===== config.mk =====
export PLATFORM = sky130hd
export DESIGN_NAME = rf_write_arbiter_flat
export DESIGN_NICKNAME = d
export VERILOG_FILES = /design/src/rtl/rf_write_arbiter_if.sv /design/src/rtl/rf_write_arbiter.sv /design/src/flat_wrapper.sv
export SDC_FILE = /design/constraint.sdc
export NUM_CORES = 1
export LEC_CHECK = 0
export CAP_MARGIN = 10
export CORE_ASPECT_RATIO = 1.25
export CORE_UTILIZATION = 45
export DETAILED_ROUTE_END_ITERATION = 7
export PLACE_DENSITY = 0.89
export SETUP_SLACK_MARGIN = 0.02
export SLEW_MARGIN = 5
export SYNTH_ARGS = -nofsm -noshare
export SYNTH_HDL_FRONTEND = slang
export SYNTH_SLANG_ARGS = --single-unit

===== constraint.sdc =====
create_clock -name clk -period 2.62 [get_ports clk]
set_clock_uncertainty 0.15 [all_clocks]
set_input_delay 0.524 -clock clk [delete_from_list [all_inputs] [get_ports clk]]
set_output_delay 0.524 -clock clk [all_outputs]
set_load 0.02 [all_outputs]

===== src/rtl/rf_write_arbiter_if.sv =====
`default_nettype none
// ============================================================================
// Module   : rf_write_arbiter_if
// Brief    : Bundle of WB, MDU, decode-hazard and register-file write signals
//            around the register-file write arbiter.
// Revision : 1.0
// ============================================================================
interface rf_write_arbiter_if #(
    parameter int WIDTH = 32
);
    logic             regwrite_wb;
    logic [4:0]       regaddr_wb;
    logic [WIDTH-1:0] result_wb;
    logic             mdu_valid;
    logic [4:0]       mdu_addr;
    logic [WIDTH-1:0] mdu_data;
    logic             mdu_ready;
    logic [4:0]       rs_decode;
    logic [4:0]       rt_decode;
    logic             pending_hit_decode;
    logic             rf_we;
    logic [4:0]       rf_addr;
    logic [WIDTH-1:0] rf_data;
    logic             starve_stall;

    // master: pipeline/MDU side driving requests; slave: the arbiter
    modport master (
        output regwrite_wb, regaddr_wb, result_wb,
        output mdu_valid, mdu_addr, mdu_data,
        output rs_decode, rt_decode,
        input  mdu_ready, pending_hit_decode,
        input  rf_we, rf_addr, rf_data, starve_stall
    );

    modport slave (
        input  regwrite_wb, regaddr_wb, result_wb,
        input  mdu_valid, mdu_addr, mdu_data,
        input  rs_decode, rt_decode,
        output mdu_ready, pending_hit_decode,
        output rf_we, rf_addr, rf_data, starve_stall
    );
endinterface
`default_nettype wire


===== src/rtl/rf_write_arbiter.sv =====
`default_nettype none
// ============================================================================
// Module   : rf_write_arbiter
// Brief    : Shares the register-file write port between WB (always wins) and
//            an in-order MDU result buffer; flags decode hazards on buffered
//            destinations. Optional starvation guard: RF_ARB_STARVE_GUARD_EN.
// Revision : 1.0
// ============================================================================
module rf_write_arbiter #(
    parameter int DEPTH        = 2,
    parameter int STARVE_LIMIT = 4,
    parameter int WIDTH        = 32
) (
    input  wire logic           clk,
    input  wire logic           rst,
    rf_write_arbiter_if.slave   bus
);
    localparam int PTR_W = $clog2(DEPTH);
    localparam int CNT_W = $clog2(DEPTH + 1);
    localparam logic [CNT_W-1:0] C_FULL = CNT_W'(DEPTH);

    logic [4:0]       r_addr [DEPTH];
    logic [WIDTH-1:0] r_data [DEPTH];
    logic [DEPTH-1:0] r_valid;
    logic [PTR_W-1:0] r_head;
    logic [PTR_W-1:0] r_tail;
    logic [CNT_W-1:0] r_count;

    logic w_wb_write;
    logic w_ready;
    logic w_pop;
    logic w_push;
    logic w_hit;

    // A WB write to r0 is suppressed and leaves the port free for a drain
    assign w_wb_write = !rst && bus.regwrite_wb && (bus.regaddr_wb != 5'd0);
    assign w_ready    = !rst && (r_count != C_FULL);
    assign w_pop      = !rst && !w_wb_write && (r_count != '0);
    assign w_push     = bus.mdu_valid && w_ready && (bus.mdu_addr != 5'd0);

    assign bus.mdu_ready = w_ready;
    assign bus.rf_we     = w_wb_write | w_pop;
    assign bus.rf_addr   = w_wb_write ? bus.regaddr_wb : r_addr[r_head];
    assign bus.rf_data   = w_wb_write ? bus.result_wb  : r_data[r_head];

    always_comb begin
        w_hit = 1'b0;
        for (int i = 0; i < DEPTH; i++) begin
            if (r_valid[i] &&
                (((bus.rs_decode != 5'd0) && (r_addr[i] == bus.rs_decode)) ||
                 ((bus.rt_decode != 5'd0) && (r_addr[i] == bus.rt_decode)))) begin
                w_hit = 1'b1;
            end
        end
    end

    assign bus.pending_hit_decode = w_hit && !rst;

    always_ff @(posedge clk) begin
        if (rst) begin
            r_head  <= '0;
            r_tail  <= '0;
            r_count <= '0;
            r_valid <= '0;
        end else begin
            if (w_pop) begin
                r_valid[r_head] <= 1'b0;
                r_head          <= r_head + 1'b1;
            end
            if (w_push) begin
                r_valid[r_tail] <= 1'b1;
                r_tail          <= r_tail + 1'b1;
            end
            case ({w_push, w_pop})
                2'b10:   r_count <= r_count + 1'b1;
                2'b01:   r_count <= r_count - 1'b1;
                default: r_count <= r_count;
            endcase
        end
    end

    // Payload storage needs no reset; validity lives in r_valid/r_count
    always_ff @(posedge clk) begin
        if (w_push) begin
            r_addr[r_tail] <= bus.mdu_addr;
            r_data[r_tail] <= bus.mdu_data;
        end
    end

`ifdef RF_ARB_STARVE_GUARD_EN
    localparam int AGE_W = $clog2(STARVE_LIMIT + 1);
    localparam logic [AGE_W-1:0] C_LIMIT = AGE_W'(STARVE_LIMIT);

    logic [AGE_W-1:0] r_age;
    logic [AGE_W-1:0] w_age_next;
    logic             r_starve;

    always_comb begin
        w_age_next = r_age;
        if (w_pop || (r_count == '0)) begin
            w_age_next = '0;
        end else if (r_age != C_LIMIT) begin
            w_age_next = r_age + 1'b1;
        end
    end

    always_ff @(posedge clk) begin
        if (rst) begin
            r_age    <= '0;
            r_starve <= 1'b0;
        end else begin
            r_age    <= w_age_next;
            r_starve <= (w_age_next == C_LIMIT);
        end
    end

    assign bus.starve_stall = r_starve;
`else
    assign bus.starve_stall = 1'b0;
`endif

endmodule
`default_nettype wire


===== src/flat_wrapper.sv =====
// flat-port wrapper written by rule: the top's interface ports become plain ports
module rf_write_arbiter_flat 
#(
    parameter int DEPTH        = 2,
    parameter int STARVE_LIMIT = 4,
    parameter int WIDTH        = 32
)
  (clk, rst, bus_regwrite_wb, bus_regaddr_wb, bus_result_wb, bus_mdu_valid, bus_mdu_addr, bus_mdu_data, bus_rs_decode, bus_rt_decode, bus_mdu_ready, bus_pending_hit_decode, bus_rf_we, bus_rf_addr, bus_rf_data, bus_starve_stall);
  rf_write_arbiter_if #(.WIDTH(WIDTH)) bus_i ();
  input  wire logic clk;
  input  wire logic rst;
  input wire logic [$bits(bus_i.regwrite_wb)-1:0] bus_regwrite_wb;
  input wire logic [$bits(bus_i.regaddr_wb)-1:0] bus_regaddr_wb;
  input wire logic [$bits(bus_i.result_wb)-1:0] bus_result_wb;
  input wire logic [$bits(bus_i.mdu_valid)-1:0] bus_mdu_valid;
  input wire logic [$bits(bus_i.mdu_addr)-1:0] bus_mdu_addr;
  input wire logic [$bits(bus_i.mdu_data)-1:0] bus_mdu_data;
  input wire logic [$bits(bus_i.rs_decode)-1:0] bus_rs_decode;
  input wire logic [$bits(bus_i.rt_decode)-1:0] bus_rt_decode;
  output wire logic [$bits(bus_i.mdu_ready)-1:0] bus_mdu_ready;
  output wire logic [$bits(bus_i.pending_hit_decode)-1:0] bus_pending_hit_decode;
  output wire logic [$bits(bus_i.rf_we)-1:0] bus_rf_we;
  output wire logic [$bits(bus_i.rf_addr)-1:0] bus_rf_addr;
  output wire logic [$bits(bus_i.rf_data)-1:0] bus_rf_data;
  output wire logic [$bits(bus_i.starve_stall)-1:0] bus_starve_stall;
  assign bus_i.regwrite_wb = bus_regwrite_wb;
  assign bus_i.regaddr_wb = bus_regaddr_wb;
  assign bus_i.result_wb = bus_result_wb;
  assign bus_i.mdu_valid = bus_mdu_valid;
  assign bus_i.mdu_addr = bus_mdu_addr;
  assign bus_i.mdu_data = bus_mdu_data;
  assign bus_i.rs_decode = bus_rs_decode;
  assign bus_i.rt_decode = bus_rt_decode;
  assign bus_mdu_ready = bus_i.mdu_ready;
  assign bus_pending_hit_decode = bus_i.pending_hit_decode;
  assign bus_rf_we = bus_i.rf_we;
  assign bus_rf_addr = bus_i.rf_addr;
  assign bus_rf_data = bus_i.rf_data;
  assign bus_starve_stall = bus_i.starve_stall;
  rf_write_arbiter #(.DEPTH(DEPTH), .STARVE_LIMIT(STARVE_LIMIT), .WIDTH(WIDTH)) u_core (.clk(clk), .rst(rst), .bus(bus_i));
endmodule

# == Word level (Yosys, flattened, before mapping) ==
# Memories as Yosys holds them, arrays and structs flattened. A register that Yosys moved wholly into a read port is not among the register bits.
# Index checks and enable logic that the tools add are counted.
# totals
ff_bits,6
mem_bits_rw,74
input_bits,88
output_inout_bits,41
word_cells,69
mem_count,2
# op_classes
add_sub_neg,4
n_lt_le_gt_ge,4
n_eq_ne,7
muxes,18
bitwise,4
reduce_logical,26
# memory_table
memory,depth,width,rd,rd_clocked_by_memory_dff,wr,line_no,source
u_core.r_data,2,32,1,1,1,rf_write_arbiter.sv:23,logic [WIDTH-1:0] r_data [DEPTH];
u_core.r_addr,2,5,3,1,1,rf_write_arbiter.sv:22,logic [4:0] r_addr [DEPTH];
# op_table
cell,n
2-to-1 mux 32 bit,1
equality test 5 bit,4
nonzero test 5 bit,4
logical AND 1 bit,16
2-to-1 mux 1 bit,10
2-to-1 mux 2 bit,3
2-to-1 mux 5 bit,1
< comparator 1 x 2 -> 1 bit (second input constant),2
one-hot mux 2 bit (2 select lines),1
nonzero test 2 bit,2
adder 1 bit (second input constant),2
adder 2 x 1 -> 2 bit (second input constant),1
AND 2 bit,1
demux 1 bit (select 1 bit),2
equality test 2 x 1 -> 1 bit (second input constant),1
equality test 2 bit (second input constant),1
>= comparator 1 bit (second input constant),2
logical NOT 1 bit,2
logical OR 1 bit,2
inequality test 2 bit (second input constant),1
inverter 2 bit,1
OR 2 bit,1
subtractor 2 x 1 -> 2 bit (second input constant),1
OR 1 bit,1

# == Depth between registers and ports, before layout ==
# Gate-level depths: netlist of the first run.
# depth
word_depth,10
ltp_mapped,8
depth_no_buf,8

# == Worst setup path before layout of the first run ==
# OpenSTA, ideal clock, no wires.
# synth_path
kind,input -> register
start,input port rst
end,"memory u_core.r_addr[0][0], enable pin"
setup_time_ps,392
arrival_time_ps,2196
t_required_ps,2078
setup_slack_ps,-118
path_stages,5
path_buffers,1
path_cell_list,clkbuf_1 > a21oi_1 > o211a_1 > nand2b_1 > inv_1
# synth_between
elab_chain_cells,6
# synth_rtl
item,line_no,source
"start, declared",flat_wrapper.sv:11,input wire logic rst;
logical NOT 1 bit,rf_write_arbiter.sv:37,assign w_ready = !rst && (r_count != C_FULL);
logical AND 1 bit,rf_write_arbiter.sv:37,
via bus_mdu_ready,flat_wrapper.sv:20,output wire logic [$bits(bus_i.mdu_ready)-1:0] bus_mdu_ready;
logical AND 1 bit (2 in a row),rf_write_arbiter.sv:39,assign w_push = bus.mdu_valid && w_ready && (bus.mdu_addr != 5'd0);
2-to-1 mux 1 bit,rf_write_arbiter.sv:84,if (w_push) begin
2-to-1 mux 1 bit (not written as such),rf_write_arbiter.sv:85,r_addr[r_tail] <= bus.mdu_addr;
"end, declared",rf_write_arbiter.sv:22,
# The timed path passes the listed nets, and every way through them passes these cells.

# == Final worst setup path of the first run ==
# layout_path
start,input port bus_regaddr_wb[3]
end,output port bus_rf_data[30]
# layout_between
elab_chain_cells,3
# layout_rtl
item,line_no,source
"start, declared",flat_wrapper.sv:13,input wire logic [$bits(bus_i.regaddr_wb)-1:0] bus_regaddr_wb;
nonzero test 5 bit,rf_write_arbiter.sv:36,assign w_wb_write = !rst && bus.regwrite_wb && (bus.regaddr_wb != 5'd0);
logical AND 1 bit,rf_write_arbiter.sv:36,
2-to-1 mux 32 bit,rf_write_arbiter.sv:44,assign bus.rf_data = w_wb_write ? bus.result_wb : r_data[r_head];
"end, declared",flat_wrapper.sv:24,output wire logic [$bits(bus_i.rf_data)-1:0] bus_rf_data;
# Every way passes these cells.

==> out/qor.yml, run 1 <==
synthesis:
  main_combinational_cell_family_by_area_after_synthesis: "multiplexers"
  postSynthRegisterBits: 81
  ys.warnings.count: 0
  post_synthesis_simple_gate_area_fraction: 0.0736
  netlist_top_cells_area: "sky130_fd_sc_hd__edfxtp_1 (61%), sky130_fd_sc_hd__mux2i_1 (9.9%), sky130_fd_sc_hd__a21oi_1 (4.7%)"
  parity_gate_share_of_the_synthesized_area_counting_xor_and_xnor_cells: 0.0554
  netlist_instances: 274
  synth_area_in_compound_gates: 0.0826
  synthAdderAreaFrac: 0.00344
  syn-num-nets: 363
  multiplexer_share_of_the_synthesized_area: 0.102
  yosysUniqueCellTypes: 29
  syn_avg_cell_area_sq_um: 13.3
  netlist.top_cell.by_area: "sky130_fd_sc_hd__edfxtp_1"
  post-synth-top-area-fraction: 0.611
  register_area_share_after_synthesis: 0.650
  syn_area_sq_mm: 0.00364
detailed_routing:
  ant_nets: 0
  wl_mm: 10.2
  dr_total_vias: 2868
  routed_wl_per_cell_um: 18.8
  firstDrtPassIters: 4
  drt_first_iter_violations: 113
  drcViolationCount: 0
  drt-vias-per-instance: 5.30
placement:
  post-place-ws_ns: -0.962
  portBuffers: 127
  placedCellCount: 507
  dpl.hpwl_mm: 6.02
  gp_routability_congestion: 0.738
die:
  floorplan.io_pins: 129
  die_h_um: 103
  dieArea_sq_mm: 0.00845
  placeableCoreArea_sq_mm: 0.00779
  die-width_um: 82.4
  floorplan.initialDensity: 0.467
  num_rows: 36
critical_path:
  critical_path_peak_fanout: 7
  worstSetupStartpointType: "input port"
  endpoint_kind: "output pin"
  criticalPathCategory: "in2out"
  critical_path_required_ns: 1.95
  critPathArrivalTime_ns: 2.02
cts:
  htreeDepth: 3
  tritoncts: "yes"
  cts.reportedPaths.clkPinSlew_ns: 0.08
  later_pin_clock_latency_in_the_skew_report_ns: 0.35
  cts_hold_repair.buffers: 0
  cts_num_sinks: 81
  cts_made_buffers: 9
  ctsLongestPathBuffers: 2
  clock_tree.root_cell: "sky130_fd_sc_hd__clkbuf_8"
power:
  leakagePower_nw: 2.12
  power_density_mw_per_mm2: 563
  highest_ir_drop_seen_on_vdd_mv: 0.536
  total_power_w: 0.00339
status:
  outcome: "finished with violations"
  violated_checks: "setup timing"
finish:
  most_frequent_cells_in_the_layout: "sky130_fd_sc_hd__edfxtp_1 (74), sky130_fd_sc_hd__clkdlybuf4s50_1 (72), sky130_fd_sc_hd__buf_4 (37), sky130_fd_sc_hd__mux2i_1 (36), sky130_fd_sc_hd__a21oi_2 (35)"
  mostFrequentLayoutCell: "sky130_fd_sc_hd__edfxtp_1"
  final_util: 0.772
  final_nets: 530
  cell_count_final_fillers_out: 541
  relative_area_change_from_synthesis_to_final_layout_pct: 65.5
  diodes: 0
  final_layout_size_suffix_gt1_frac: 0.413
global_routing:
  number_of_global_route_vias_before_repair: 2841
  grt_start_max_net_pins: 38
  grt_util_all_layers: 0.232
  grt_pass1_wl_mm: 13.8
  grt_antenna_before_repair: 0
  globalRouteOverflowTotal: 0
min_path:
  type_of_the_most_critical_hold_path: "reg2reg"
timing:
  layout_worst_path_cycle_share: 1.03
  drv_slew: 0
  finalHoldWorstSlack_ns: 0.331
  fmax_mhz: 372
  rsz0062_at_grt: "true"
  timing.final.setup_violations: 32
  hold_violations: 0
  worst_slack_ns: -0.0718
  final_critical_period_ns: 2.69
flow_run:
  maxcap_viol_count: 0
power by group:
| group | internal, W | switching [W] | leakage, nW |
|---|---|---|---|
| logic | 0.000514 | 0.000486 | 1.29 |
| clock network | 0.000430 | 0.000438 | 0.0962 |
| registers | 0.00149 | 0.0000360 | 0.736 |
routing by layer:
metal  track usage  up-vias  share of wire
li1              -     1338              -
met1         0.258     1394           0.37
met2         0.397      113           0.55
met3        0.0655       23          0.056
met4         0.126        0          0.028
met5             0        -              0
registers in the layout, summed over array words and instances, names as in the netlist, named ones only:
name	count
u_core.r_data	64
u_core.r_head	1
u_core.r_tail	1
u_core.r_addr	10
u_core.r_valid	2
u_core.r_count	2
metrics by stage:
stage / cell area (sq um) / TNS [ns]
4_1_cts: 5660 / -1.53
3_3_place_gp: 5190 / -37.01
2_1_floorplan: 3640 / 0
5_1_grt: 6020 / -2.28
3_5_place_dp: 5190 / -41.70
6_report: 6020 / -0.859
what timing repair did:
action | in CTS | in global routing
setup buffers | 6 | 9
cloned | 5 | 2
pin swaps | 9 | 10
endpoints found under the setup margin | 41 | 39
gates resized for setup | 280 | 83
worst paths after layout:
kind                                   startpoint                end  slack [ns]  cells past startpoint
worst max-delay path            bus_regaddr_wb[3]    bus_rf_data[30]       -0.07                      8
worst min-delay path            u_core.r_valid[0]  u_core.r_valid[0]        0.33                      2
worst max register to register  u_core.r_count[0]  u_core.r_count[1]        0.56                      8
worst min register to register  u_core.r_valid[0]  u_core.r_valid[0]        0.33                      2
kinds of logic (layout without fill, tap and decap cells):
| kind of cell | count (synthesis) | count (layout) |
|---|---|---|
| buffers and inverters | 20 | 192 |
| flip-flops | 81 | 81 |
| AO/OA/AOI/OAI | 51 | 51 |
| AND/OR/NAND/NOR | 60 | 60 |
| XOR/XNOR | 23 | 23 |
| adder cells (fa/ha/maj) | 1 | 1 |
| multiplexers | 37 | 37 |
| other | 1 | 1 |
critical path: stages:
cell                        delay, ns
sky130_fd_sc_hd__buf_6           0.09
sky130_fd_sc_hd__or4_4           0.54
sky130_fd_sc_hd__o21ai_4         0.20
sky130_fd_sc_hd__clkbuf_16       0.19
sky130_fd_sc_hd__clkbuf_16       0.16
sky130_fd_sc_hd__nor2_2          0.04
sky130_fd_sc_hd__a21oi_2         0.14
sky130_fd_sc_hd__buf_6           0.14
layout make-up:
cell class                 count  area [sq um]
timing repair buffer         170          1790
inverter                       6          30.0
tap                           95           119
multi-input combinational    173          1530
sequential                    81          2360
clock buffer                   9           124
clock inverter                 7          61.3
fill                         455          1780
synth_stat cells:
library cell	n
sky130_fd_sc_hd__conb_1	1
sky130_fd_sc_hd__o21ai_2	1
sky130_fd_sc_hd__nand2b_1	3
sky130_fd_sc_hd__o21bai_1	1
sky130_fd_sc_hd__or4_1	4
sky130_fd_sc_hd__nand2_1	2
sky130_fd_sc_hd__edfxtp_1	74
sky130_fd_sc_hd__nor2b_1	1
sky130_fd_sc_hd__ha_1	1
sky130_fd_sc_hd__a21oi_2	8
sky130_fd_sc_hd__a22o_1	1
sky130_fd_sc_hd__inv_1	6
sky130_fd_sc_hd__clkbuf_1	3
sky130_fd_sc_hd__buf_4	4
sky130_fd_sc_hd__xnor2_1	14
sky130_fd_sc_hd__nor4_1	4
sky130_fd_sc_hd__or3_1	1
sky130_fd_sc_hd__o21ai_0	5
sky130_fd_sc_hd__o211a_1	1
sky130_fd_sc_hd__nor2_1	41
sky130_fd_sc_hd__buf_6	3
sky130_fd_sc_hd__buf_1	1
sky130_fd_sc_hd__nand3_1	4
sky130_fd_sc_hd__mux2i_1	36
sky130_fd_sc_hd__buf_2	3
sky130_fd_sc_hd__xor2_1	9
sky130_fd_sc_hd__mux2_2	1
sky130_fd_sc_hd__dfxtp_1	7
sky130_fd_sc_hd__a21oi_1	34
Note: power is estimated with default switching activity, not from simulation.
==> run 2: changes to the inputs <==
--- a/config.mk
+++ b/config.mk
@@ -5,10 +5,10 @@
 export SDC_FILE = /design/constraint.sdc
 export NUM_CORES = 1
 export LEC_CHECK = 0
-export CAP_MARGIN = 10
 export CORE_ASPECT_RATIO = 1.25
 export CORE_UTILIZATION = 45
 export DETAILED_ROUTE_END_ITERATION = 7
+export HOLD_SLACK_MARGIN = 0.02
 export PLACE_DENSITY = 0.89
 export SETUP_SLACK_MARGIN = 0.02
 export SLEW_MARGIN = 5
==> constraint.sdc (replaced) <==
create_clock -name clk -period 2.54 [get_ports clk]
set_clock_uncertainty 0.15 [all_clocks]
set_input_delay 0.508 -clock clk [delete_from_list [all_inputs] [get_ports clk]]
set_output_delay 0.508 -clock clk [all_outputs]
set_load 0.02 [all_outputs]
==> out/qor.yml, run 2 (synthesis gave the netlist of run 1 again) <==
placement:
  placed_cell_area_sq_mm: 0.00529  # was 0.00519 sq mm
  placedCellCount: 515  # was 507
  dpl.hpwl_mm: 6.32  # was 6.02 mm
  post-place-ws_ns: -0.954  # was -0.962 ns
  gp_routability_congestion: 0.840  # was 0.738
  portBuffers: 127  # unchanged
global_routing:
  grt_util_all_layers: 0.263  # was 0.232
  grt_start_max_net_pins: 23  # was 38
  grt.met3_usage: 0.0398  # was 0.0655
  globalRoute.busiestLayer: "met2"  # unchanged
  met2_capacity_usage_during_global_routing: 0.476  # was 0.397
  groute.layer.met1.usage: 0.297  # was 0.258
  grt_pass1_wl_mm: 15.4  # was 13.8 mm
  globalRouteOverflowTotal: 0  # unchanged
  number_of_global_route_vias_before_repair: 3046  # was 2841
  grt_antenna_before_repair: 0  # unchanged
die:
  num_rows: 36  # unchanged
  floorplan.initialDensity: 0.467  # unchanged
  dieArea_sq_mm: 0.00845  # unchanged
  die-width_um: 82.4  # unchanged
  placeableCoreArea_sq_mm: 0.00779  # unchanged
  floorplan.io_pins: 129  # unchanged
  die_h_um: 103  # unchanged
cts:
  tritoncts: "yes"  # unchanged
  cts.reportedPaths.clkPinSlew_ns: 0.08  # about the same
  cts_made_buffers: 9  # unchanged
  ctsLongestPathBuffers: 2  # unchanged
  later_pin_clock_latency_in_the_skew_report_ns: 0.36  # was 0.35 ns
  cts_num_sinks: 81  # unchanged
  clock_tree.root_cell: "sky130_fd_sc_hd__clkbuf_8"  # unchanged
  htreeDepth: 3  # unchanged
critical_path:
  critPathArrivalTime_ns: 2.15  # was 2.02 ns
  reg2reg_setup_slack_ns: 0.38  # was 0.56 ns
  path_common_cell: "sky130_fd_sc_hd__buf_8"
  worstSetupStartpointType: "input port"  # unchanged
  critical_path_peak_fanout: 8  # was 7
  crit_path_cell_trace: "buf_8 -> or4_4 -> o21ai_4 -> buf_6 -> buf_8 -> buf_12 -> buf_16 -> nor2_2 -> a21oi_2 -> buf_4"  # was buf_6 -> or4_4 -> o21ai_4 -> clkbuf_16 -> clkbuf_16 -> nor2_2 -> a21oi_2 -> buf_6
  worst-r2r-cell-count: 8  # unchanged
  critical_path_required_ns: 1.88  # was 1.95 ns
  endpoint_kind: "output pin"  # unchanged
  timing.critical_path.slowest_stage_cell: "sky130_fd_sc_hd__or4_4"  # unchanged
  criticalPathCategory: "in2out"  # unchanged
  worstReg2RegEnd: "u_core.r_count[1]"  # unchanged
  crit-reg2reg-launch: "u_core.r_count[0]"  # unchanged
  critical-path-max-stage-delay_ns: 0.54  # about the same
power:
  power_density_mw_per_mm2: 570  # was 563 mW/mm^2
  leakagePower_nw: 2.24  # was 2.12 nW
  total_power_w: 0.00352  # was 0.00339 W
  highest_ir_drop_seen_on_vdd_mv: 0.469  # was 0.536 mV
finish:
  mostFrequentLayoutCell: "sky130_fd_sc_hd__edfxtp_1"  # unchanged
  postLayoutCellArea_sq_mm: 0.00616  # was 0.00602 sq mm
  seqCellArea_sq_mm: 0.00236  # unchanged
  fillerInstances: 460  # was 455
  largest_register: "u_core.r_data"  # unchanged
  final_layout_size_suffix_gt1_frac: 0.433  # was 0.413
  most_frequent_cells_in_the_layout: "sky130_fd_sc_hd__edfxtp_1 (74), sky130_fd_sc_hd__clkdlybuf4s50_1 (71), sky130_fd_sc_hd__buf_4 (56), sky130_fd_sc_hd__mux2i_1 (36), sky130_fd_sc_hd__buf_6 (32)"  # was sky130_fd_sc_hd__edfxtp_1 (74), sky130_fd_sc_hd__clkdlybuf4s50_1 (72), sky130_fd_sc_hd__buf_4 (37), sky130_fd_sc_hd__mux2i_1 (36), sky130_fd_sc_hd__a21oi_2 (35)
  diodes: 0  # unchanged
  cell_count_final_fillers_out: 561  # was 541
  area_used_by_multi_input_combinational_logic_sq_mm: 0.00152  # was 0.00153 sq mm
  reg.largest.list: "u_core.r_data (64), u_core.r_addr (10)"  # unchanged
  relative_area_change_from_synthesis_to_final_layout_pct: 69.5  # was 65.5%
  largest_reg_flops: 64  # unchanged
  final_nets: 550  # was 530
timing:
  drv_slew: 0  # unchanged
  final.setup.tns_ns: -7.50  # was -0.859 ns
  worst_slack_ns: -0.272  # was -0.0718 ns
  rsz0062_at_grt: "true"  # unchanged
  fmax_mhz: 356
  timing.final.setup_violations: 38  # was 32
  final_critical_period_ns: 2.81
  hold_violations: 0  # unchanged
  layout_worst_path_cycle_share: 1.11
detailed_routing:
  routed_wl_per_cell_um: 19.5  # was 18.8 um
  drt-vias-per-instance: 5.25  # was 5.30
  drt_first_iter_violations: 162  # was 113
  wl_mm: 10.9  # was 10.2 mm
  drcViolationCount: 0  # unchanged
  dr_total_vias: 2943  # was 2868
  firstDrtPassIters: 4  # unchanged
  ant_nets: 0  # unchanged
min_path:
  hold_start: "u_core.r_tail"  # was u_core.r_valid[0]
  timing.hold.worst_endpoint: "u_core.r_tail"  # was u_core.r_valid[0]
  min_delay_path_depth: 2  # unchanged
  type_of_the_most_critical_hold_path: "reg2reg"  # unchanged
status:
  violated_checks: "setup timing"  # unchanged
  outcome: "finished with violations"  # unchanged
flow_run:
  maxcap_viol_count: 0  # unchanged
==> run 2: worst max-delay path by stage <==
stage	start	to	slack [ns]	depth (start not counted)
2_1_floorplan	bus_mdu_addr[0]	u_core.r_addr[0][0]	0.06	4
3_3_place_gp	bus_regaddr_wb[0]	bus_rf_data[18]	-0.92	7
3_5_place_dp	bus_regaddr_wb[0]	bus_rf_data[0]	-0.95	7
4_1_cts	bus_regaddr_wb[0]	bus_rf_data[0]	-0.32	11
5_1_grt	bus_regaddr_wb[1]	bus_rf_data[8]	-0.32	10
6_report	bus_regaddr_wb[1]	bus_rf_data[8]	-0.27	10
==> run 2: power by group <==
part / switching, W / total, W / internal (W) / leakage (nW)
Sequential: 0.0000471 / 0.00158 / 0.00153 / 0.736
Combinational: 0.000516 / 0.00109 / 0.000576 / 1.41
Clock: 0.000439 / 0.000844 / 0.000404 / 0.0932
==> run 2: critical path, delay by kind of cell <==
kind            cells  cell delay (ns)
simple gates        2             0.58
compound gates      2             0.31
buf+inv             6             0.75
==> run 2: routing by layer <==
metal | vias to the layer above | wire length [um]
li1 | 1370 | -
met1 | 1438 | 4050
met2 | 113 | 6100
met3 | 22 | 463
met4 | 0 | 312
met5 | - | 0
==> run 2: timing repair <==
| action | CTS | global route |
|---|---|---|
| hold buffers | 0 | 0 |
| pin swaps | 13 | 11 |
| gates cloned | 7 | 0 |
| buffers inserted | 26 | 4 |
| endpoints found under the setup margin | 42 | 43 |
| endpoints found under the hold margin | 0 | 0 |
| gates resized for setup | 295 | 63 |
==> run 2: layout make-up <==
type | instances | area share
Sequential cell | 81 | 0.383
Timing Repair Buffer | 190 | 0.317
Multi-Input combinational cell | 173 | 0.247
Clock buffer | 13 | 0.0258
Tap cell | 95 | 0.0193
Inverter | 6 | 0.00528
Clock inverter | 3 | 0.00244
==> run 2: metrics by stage <==
step | hold WS (ns) | util
global route | 0.418 | 0.791
CTS | 0.343 | 0.774
finish | 0.378 | 0.791
detailed placement | 0.330 | 0.679
global placement | 0.318 | 0.679
floorplan | 0.300 | -
==> run 3: changes to the inputs <==
--- a/config.mk
+++ b/config.mk
@@ -6,6 +6,7 @@
 export NUM_CORES = 1
 export LEC_CHECK = 0
 export CORE_ASPECT_RATIO = 1.25
+export CORE_MARGIN = 4
 export CORE_UTILIZATION = 45
 export DETAILED_ROUTE_END_ITERATION = 7
 export HOLD_SLACK_MARGIN = 0.02
==> out/qor.yml, run 3 (synthesis gave the netlist of run 1 again) <==
finish:
  reg.largest.list: "u_core.r_data (64), u_core.r_addr (10)"  # unchanged
  area_used_by_multi_input_combinational_logic_sq_mm: 0.00151  # was 0.00152 sq mm
  diodes: 0  # unchanged
  mostFrequentLayoutCell: "sky130_fd_sc_hd__edfxtp_1"  # unchanged
  relative_area_change_from_synthesis_to_final_layout_pct: 63.7  # was 69.5%
  largest_register: "u_core.r_data"  # unchanged
  final_layout_size_suffix_gt1_frac: 0.382  # was 0.433
  seqCellArea_sq_mm: 0.00236  # unchanged
  cell_count_final_fillers_out: 540  # was 561
  final_nets: 531  # was 550
  postLayoutCellArea_sq_mm: 0.00595  # was 0.00616 sq mm
  final_util: 0.760  # was 0.791
  fillerInstances: 506  # was 460
  largest_reg_flops: 64  # unchanged
  most_frequent_cells_in_the_layout: "sky130_fd_sc_hd__edfxtp_1 (74), sky130_fd_sc_hd__clkdlybuf4s50_1 (71), sky130_fd_sc_hd__buf_4 (40), sky130_fd_sc_hd__mux2i_1 (36), sky130_fd_sc_hd__buf_6 (33)"  # was sky130_fd_sc_hd__edfxtp_1 (74), sky130_fd_sc_hd__clkdlybuf4s50_1 (71), sky130_fd_sc_hd__buf_4 (56), sky130_fd_sc_hd__mux2i_1 (36), sky130_fd_sc_hd__buf_6 (32)
placement:
  placed_cell_area_sq_mm: 0.00531  # was 0.00529 sq mm
  placedCellCount: 516  # was 515
  portBuffers: 127  # unchanged
  gp_routability_congestion: 0.829  # was 0.840
  dpl.hpwl_mm: 6.79  # was 6.32 mm
global_routing:
  grt_start_max_net_pins: 22  # was 23
  grt_antenna_before_repair: 0  # unchanged
  globalRouteOverflowTotal: 0  # unchanged
  number_of_global_route_vias_before_repair: 3004  # was 3046
  grt_util_all_layers: 0.218  # was 0.263
  grt_pass1_wl_mm: 15.1  # was 15.4 mm
timing:
  fmax_mhz: 372  # was 356 MHz
  final_critical_period_ns: 2.69  # was 2.81 ns
  worst_slack_ns: -0.147  # was -0.272 ns
  drv_slew: 0  # unchanged
  hold_violations: 0  # unchanged
  timing.final.setup_violations: 38  # unchanged
  rsz0062_at_grt: "true"  # unchanged
  layout_worst_path_cycle_share: 1.06  # was 1.11
power:
  switching_share: 0.280  # was 0.285
  internal_power_w: 0.00240  # was 0.00251 W
  comb_power_share: 0.307  # was 0.311
  highest_ir_drop_seen_on_vdd_mv: 0.430  # was 0.469 mV
  total_switching_power_w: 0.000935  # was 0.00100 W
  power_density_mw_per_mm2: 560  # was 570 mW/mm^2
  power.sequential.fraction: 0.471  # was 0.449
  leakagePower_nw: 2.10  # was 2.24 nW
  p_clk_frac: 0.222  # was 0.240
critical_path:
  critPathArrivalTime_ns: 2.03  # was 2.15 ns
  worstSetupStartpointType: "input port"  # unchanged
  crit_path_cell_trace: "buf_6 -> or4_4 -> o21ai_4 -> buf_12 -> buf_12 -> nor2_4 -> a21oi_2 -> buf_6"  # was buf_8 -> or4_4 -> o21ai_4 -> buf_6 -> buf_8 -> buf_12 -> buf_16 -> nor2_2 -> a21oi_2 -> buf_4
  endpoint_kind: "output pin"  # unchanged
  critical_path_buf_inv_count: 4  # was 6
  critical_path_required_ns: 1.88  # about the same
  criticalPathCategory: "in2out"  # unchanged
  timing.critical_path.slowest_stage_cell: "sky130_fd_sc_hd__or4_4"  # unchanged
  critical-path-max-stage-delay_ns: 0.54  # about the same
  cp_top_family: "simple AND/OR/NAND/NOR gates"  # was buffers and inverters
  critical_path_peak_fanout: 8  # unchanged
detailed_routing:
  routed_wl_per_cell_um: 19.1  # was 19.5 um
  dr_total_vias: 2826  # was 2943
  wl_mm: 10.3  # was 10.9 mm
  firstDrtPassIters: 4  # unchanged
  drcViolationCount: 0  # unchanged
  drt-vias-per-instance: 5.23  # was 5.25
  ant_nets: 0  # unchanged
  drt_first_iter_violations: 147  # was 162
die:
  placeableCoreArea_sq_mm: 0.00784  # was 0.00779 sq mm
  floorplan.initialDensity: 0.464  # was 0.467
  dieArea_sq_mm: 0.00959  # was 0.00845 sq mm
  die-width_um: 88.4  # was 82.4 um
  floorplan.io_pins: 129  # unchanged
  die_h_um: 109  # was 103 um
  num_rows: 36  # unchanged
cts:
  htreeDepth: 3  # unchanged
  cts.reportedPaths.clkPinSlew_ns: 0.07  # was 0.08 ns
  cts_made_buffers: 9  # unchanged
  cts_num_sinks: 81  # unchanged
  later_pin_clock_latency_in_the_skew_report_ns: 0.35  # was 0.36 ns
  cts_hold_repair.buffers: 0  # unchanged
  clock_tree.root_cell: "sky130_fd_sc_hd__clkbuf_8"  # unchanged
  tritoncts: "yes"  # unchanged
  ctsLongestPathBuffers: 2  # unchanged
min_path:
  type_of_the_most_critical_hold_path: "reg2reg"  # unchanged
status:
  outcome: "finished with violations"  # unchanged
  violated_checks: "setup timing"  # unchanged
flow_run:
  maxcap_viol_count: 0  # unchanged
run 3: worst reg2reg max path: stages (launching register included):
cell and delay (ns):
sky130_fd_sc_hd__dfxtp_1 0.42, sky130_fd_sc_hd__inv_1 0.08, sky130_fd_sc_hd__a21oi_1 0.24, sky130_fd_sc_hd__o211a_1 0.27, sky130_fd_sc_hd__inv_1 0.07, sky130_fd_sc_hd__ha_1 0.29
sky130_fd_sc_hd__or3_1 0.36, sky130_fd_sc_hd__a21oi_1 0.15
run 3: cell type report:
class | count | share of cell area
clock buffer | 12 | 0.0227
clock inverter | 2 | 0.00126
inverter | 6 | 0.00504
multi-input combinational | 173 | 0.254
sequential | 81 | 0.397
tap | 95 | 0.0200
timing repair buffer | 171 | 0.300
run 3: worst paths after layout:
path	end	slack (ns)	cells past startpoint	startpoint
worst max-delay path	bus_rf_data[29]	-0.15	8	bus_regaddr_wb[1]
worst min-delay path	u_core.r_tail	0.34	2	u_core.r_tail
worst max register to register	u_core.r_count[1]	0.44	7	u_core.r_count[0]
worst min register to register	u_core.r_tail	0.34	2	u_core.r_tail
run 3: per-stage QoR:
stage | setup WS [ns] | TNS, ns | power (W) | hold slack [ns]
2_1_floorplan | 0.0603 | 0 | 0.00204 | 0.300
3_3_place_gp | -0.904 | -38.00 | 0.00247 | 0.319
3_5_place_dp | -0.952 | -42.75 | 0.00250 | 0.335
4_1_cts | -0.138 | -3.64 | 0.00329 | 0.343
5_1_grt | -0.211 | -6.33 | 0.00349 | 0.402
6_report | -0.147 | -3.89 | 0.00333 | 0.343
run 3: metal layers:
metal,routed length [um],global-route usage
met1,3680,0.242
met2,5580,0.375
met3,602,0.0473
met4,469,0.131
met5,0,0
run 3: timing repair:
item	4_1_cts	5_1_grt
cloned	5	0
endpoints found under the setup margin	42	40
pin swaps	14	11
setup buffers	3	2
gates resized for setup	300	46
run 3: power groups by stage:
stage	logic [W]	clock network [W]	registers (W)
after floorplan	0.000458	0	0.00159
after global placement	0.000881	0	0.00159
after detailed placement	0.000900	0	0.00160
after CTS	0.000970	0.000757	0.00157
after global routing	0.00109	0.000824	0.00158
final	0.00102	0.000739	0.00157
==> edit (settings of run 2) <==
`WIDTH` is set to 32 in 3 places; all go to 48.
--- a/src/rtl/rf_write_arbiter_if.sv
+++ b/src/rtl/rf_write_arbiter_if.sv
@@ -8,3 +8,3 @@
 interface rf_write_arbiter_if #(
-    parameter int WIDTH = 32
+    parameter int WIDTH = 48
 );
--- a/src/rtl/rf_write_arbiter.sv
+++ b/src/rtl/rf_write_arbiter.sv
@@ -11,3 +11,3 @@
     parameter int STARVE_LIMIT = 4,
-    parameter int WIDTH        = 32
+    parameter int WIDTH        = 48
 ) (
--- a/src/flat_wrapper.sv
+++ b/src/flat_wrapper.sv
@@ -5,3 +5,3 @@
     parameter int STARVE_LIMIT = 4,
-    parameter int WIDTH        = 32
+    parameter int WIDTH        = 48
 )
Ports: changed (resized bus_mdu_data, bus_result_wb and bus_rf_data); port bits go from 129 to 177. No check against the original RTL was run, so the function may have changed too.
==> edit against run 2 <==
Setup slack gained 0.042 ns; register-to-register slack better by 0.03 ns; wire length increased by 52%; final area grew 42%; sequential power is 40% higher; the run still ends with setup timing left; sequential cell count grew 32; total power up 69%; highest routed layer unchanged; cell count rose by 33%; synthesized area is 34% higher.
==> edit: results (changes against run 2) <==
Power and ir drop
  – Peak VDD IR: 0.516 mV (+10%)
  – Pleak: 0.00311 uW (+39%)

Worst hold path
  – Min-delay src: u_core.r_tail
  – Worst Hold Endpoint: u_core.r_tail
  – Hold path cells: 2 (unchanged)
  – Hold WC Path Type: register to register

Global route
  – Vias in the first global route: 4342 (+43%)
  – Tot GR Track Use: 26.8% (+0.54 points)
  – Antenna violations before repair: 0 (unchanged)
  – Largest net degree at the start of global routing: 30 (+30%)
  – Total congestion overflow: 0 (unchanged)
  – Global-route wire length before repair: 21.8 mm (+41%)

Clock network
  – Total CTS buffers: 17 (+8)
  – H-tree depth: 4 (+1)
  – Clock Latency Late Sink: 0.40 ns (+0.04 ns)
  – Clk root buf: clkbuf_16
  – Clock tree buffer depth: 2 (unchanged)
  – Clock Pin Slew Worst Setup and Hold Paths: 0.05 ns (-0.03 ns)

Setup path
  – Max Fanout on Critical Path: 6 (-2)
  – Reg-to-Reg End: u_core.r_count[1]
  – Worst r2r src: u_core.r_count[0]
  – Worst R2R Path Depth: 8 (unchanged)
  – Crit path arrival time: 2.11 ns (-0.04 ns)
  – Reg2reg setup slack: 0.41 ns (+0.03 ns)

Synth
  – Mapped Nets: 480 (+32%)
  – Seq/Total Area, Yosys: 68.2% (+3.2 points)
  – Post-synth EDFFs: 106 (+43%)
  – Synth cell types: 27 (-6.9%)
  – Post-synth ARST share: 0% (unchanged)
  – Ranking of synthesized cells by area: edfxtp_1 65%, mux2i_1 11%, a21oi_1 6.0%, nor2_1 4.4%, dfxtp_1 2.9%
  – Post-synthesis instance total: 359 (+31%)
  – Synth warn: 0 (unchanged)
  – Synth Flop Type: edfxtp_1
  – Top post-synthesis cells by count: 106 x edfxtp_1, 58 x a21oi_1, 57 x nor2_1

Outcome
  – Outcome: finished, violations left
  – Failing checks: setup timing

Route
  – DR WL/cell: 22.3 um (+15%)
  – WL final: 16.6 mm (+52%)
  – DRT iter0 DRCs: 187 (+15%)
  – First-pass DRT Iterations: 4 (unchanged)
  – Vias per cell: 5.53 (+5.4%)

Timing
  – Setup violators final: 56 (+47%)
  – Hold Slack: 0.388 ns (+0.0101 ns)
  – Fin worst setup slack: -0.229 ns (+0.0425 ns)
  – Sum of negative setup slack: -9.81 ns (-2.31 ns)

Layout
  – Fill cells: 521 (+13%)
  – Share of layout cells above drive strength 1: 44.3% (+0.93 points)
  – Largest regs: u_core.r_data: 96 flops, u_core.r_addr: 10 flops
  – Antenna Cells: 0 (unchanged)
  – Layout Nets: 720 (+31%)

Placement
  – Dpl hpwl: 8.81 mm (+39%)
  – Port bufs: 175 (+38%)
  – Dpl ws: -0.996 ns (-0.0419 ns)
  – Routability cong.: 0.909 (+8.1%)
  – Placed Cells: 686 (+33%)
==> edit: worst max path at each step <==
stage          slack (ns)             endpoint              start  cells past startpoint
2_1_floorplan       -0.18  u_core.r_addr[0][0]    bus_mdu_addr[0]                      4
3_3_place_gp        -0.88      bus_rf_data[22]  bus_regaddr_wb[0]                      7
3_5_place_dp         -1.0       bus_rf_data[1]  bus_regaddr_wb[0]                      7
4_1_cts             -0.24       bus_rf_data[1]  bus_regaddr_wb[2]                     10
5_1_grt             -0.28      bus_rf_data[17]  bus_regaddr_wb[1]                      9
6_report            -0.23       bus_rf_data[2]  bus_regaddr_wb[1]                      9
==> edit: logic make-up after synthesis <==
logic type,Yosys count,share of synthesized area [%]
xor gates and xnor gates,23,4.13
AOI/OAI and AO/OA,67,7.34
and+or+nand+nor,76,6.73
adders and majority gates,1,0.257
DFF,113,68.2
buffers and inverters,25,2.36
other,1,0.0769
muxes,53,10.9
==> edit: critical path, stage by stage <==
cell	delay, ns
buf_8	0.09
or4_4	0.55
o21ai_4	0.20
buf_6	0.15
buf_12	0.13
clkbuf_16	0.17
nor2_4	0.03
a21oi_2	0.11
buf_4	0.16
==> edit: through the flow <==
step | cell area, um2 | total power, uW
floorplan | 5070 | 2840
global placement | 7280 | 3420
detailed placement | 7280 | 3470
CTS | 8220 | 5770
global route | 8770 | 6140
finish | 8770 | 5960
==> edit: power by group <==
part	switching (uW)	internal, uW	leakage, uW
Sequential	63.4	2150	0.00103
Clock	822	1440	0.000275
Combinational	720	771	0.00181
Total	1600	4350	0.00311
==> edit: timing repair <==
action,in CTS,in global routing
setup buffers,13,7
setup endpoints to repair,58,56
pin swaps,12,12
endpoints found under the hold margin,0,0
gates cloned,10,2
resized for setup,338,144
==> edit: cell type report <==
class | instances | area share, %
well taps | 132 | 1.88
flip-flops and latches | 113 | 37.9
repair buffers | 240 | 30.3
inverters | 6 | 0.371
clock inverters | 14 | 1.63
clock buffers | 18 | 4.89
multi-input cells | 221 | 23.0
==> edit: routing by layer <==
layer / share of wire (%) / track usage, %
met1: 34 / 28.2
met2: 55 / 47.9
met3: 6.5 / 5.53
met4: 5.4 / 15.5
met5: 0 / 0
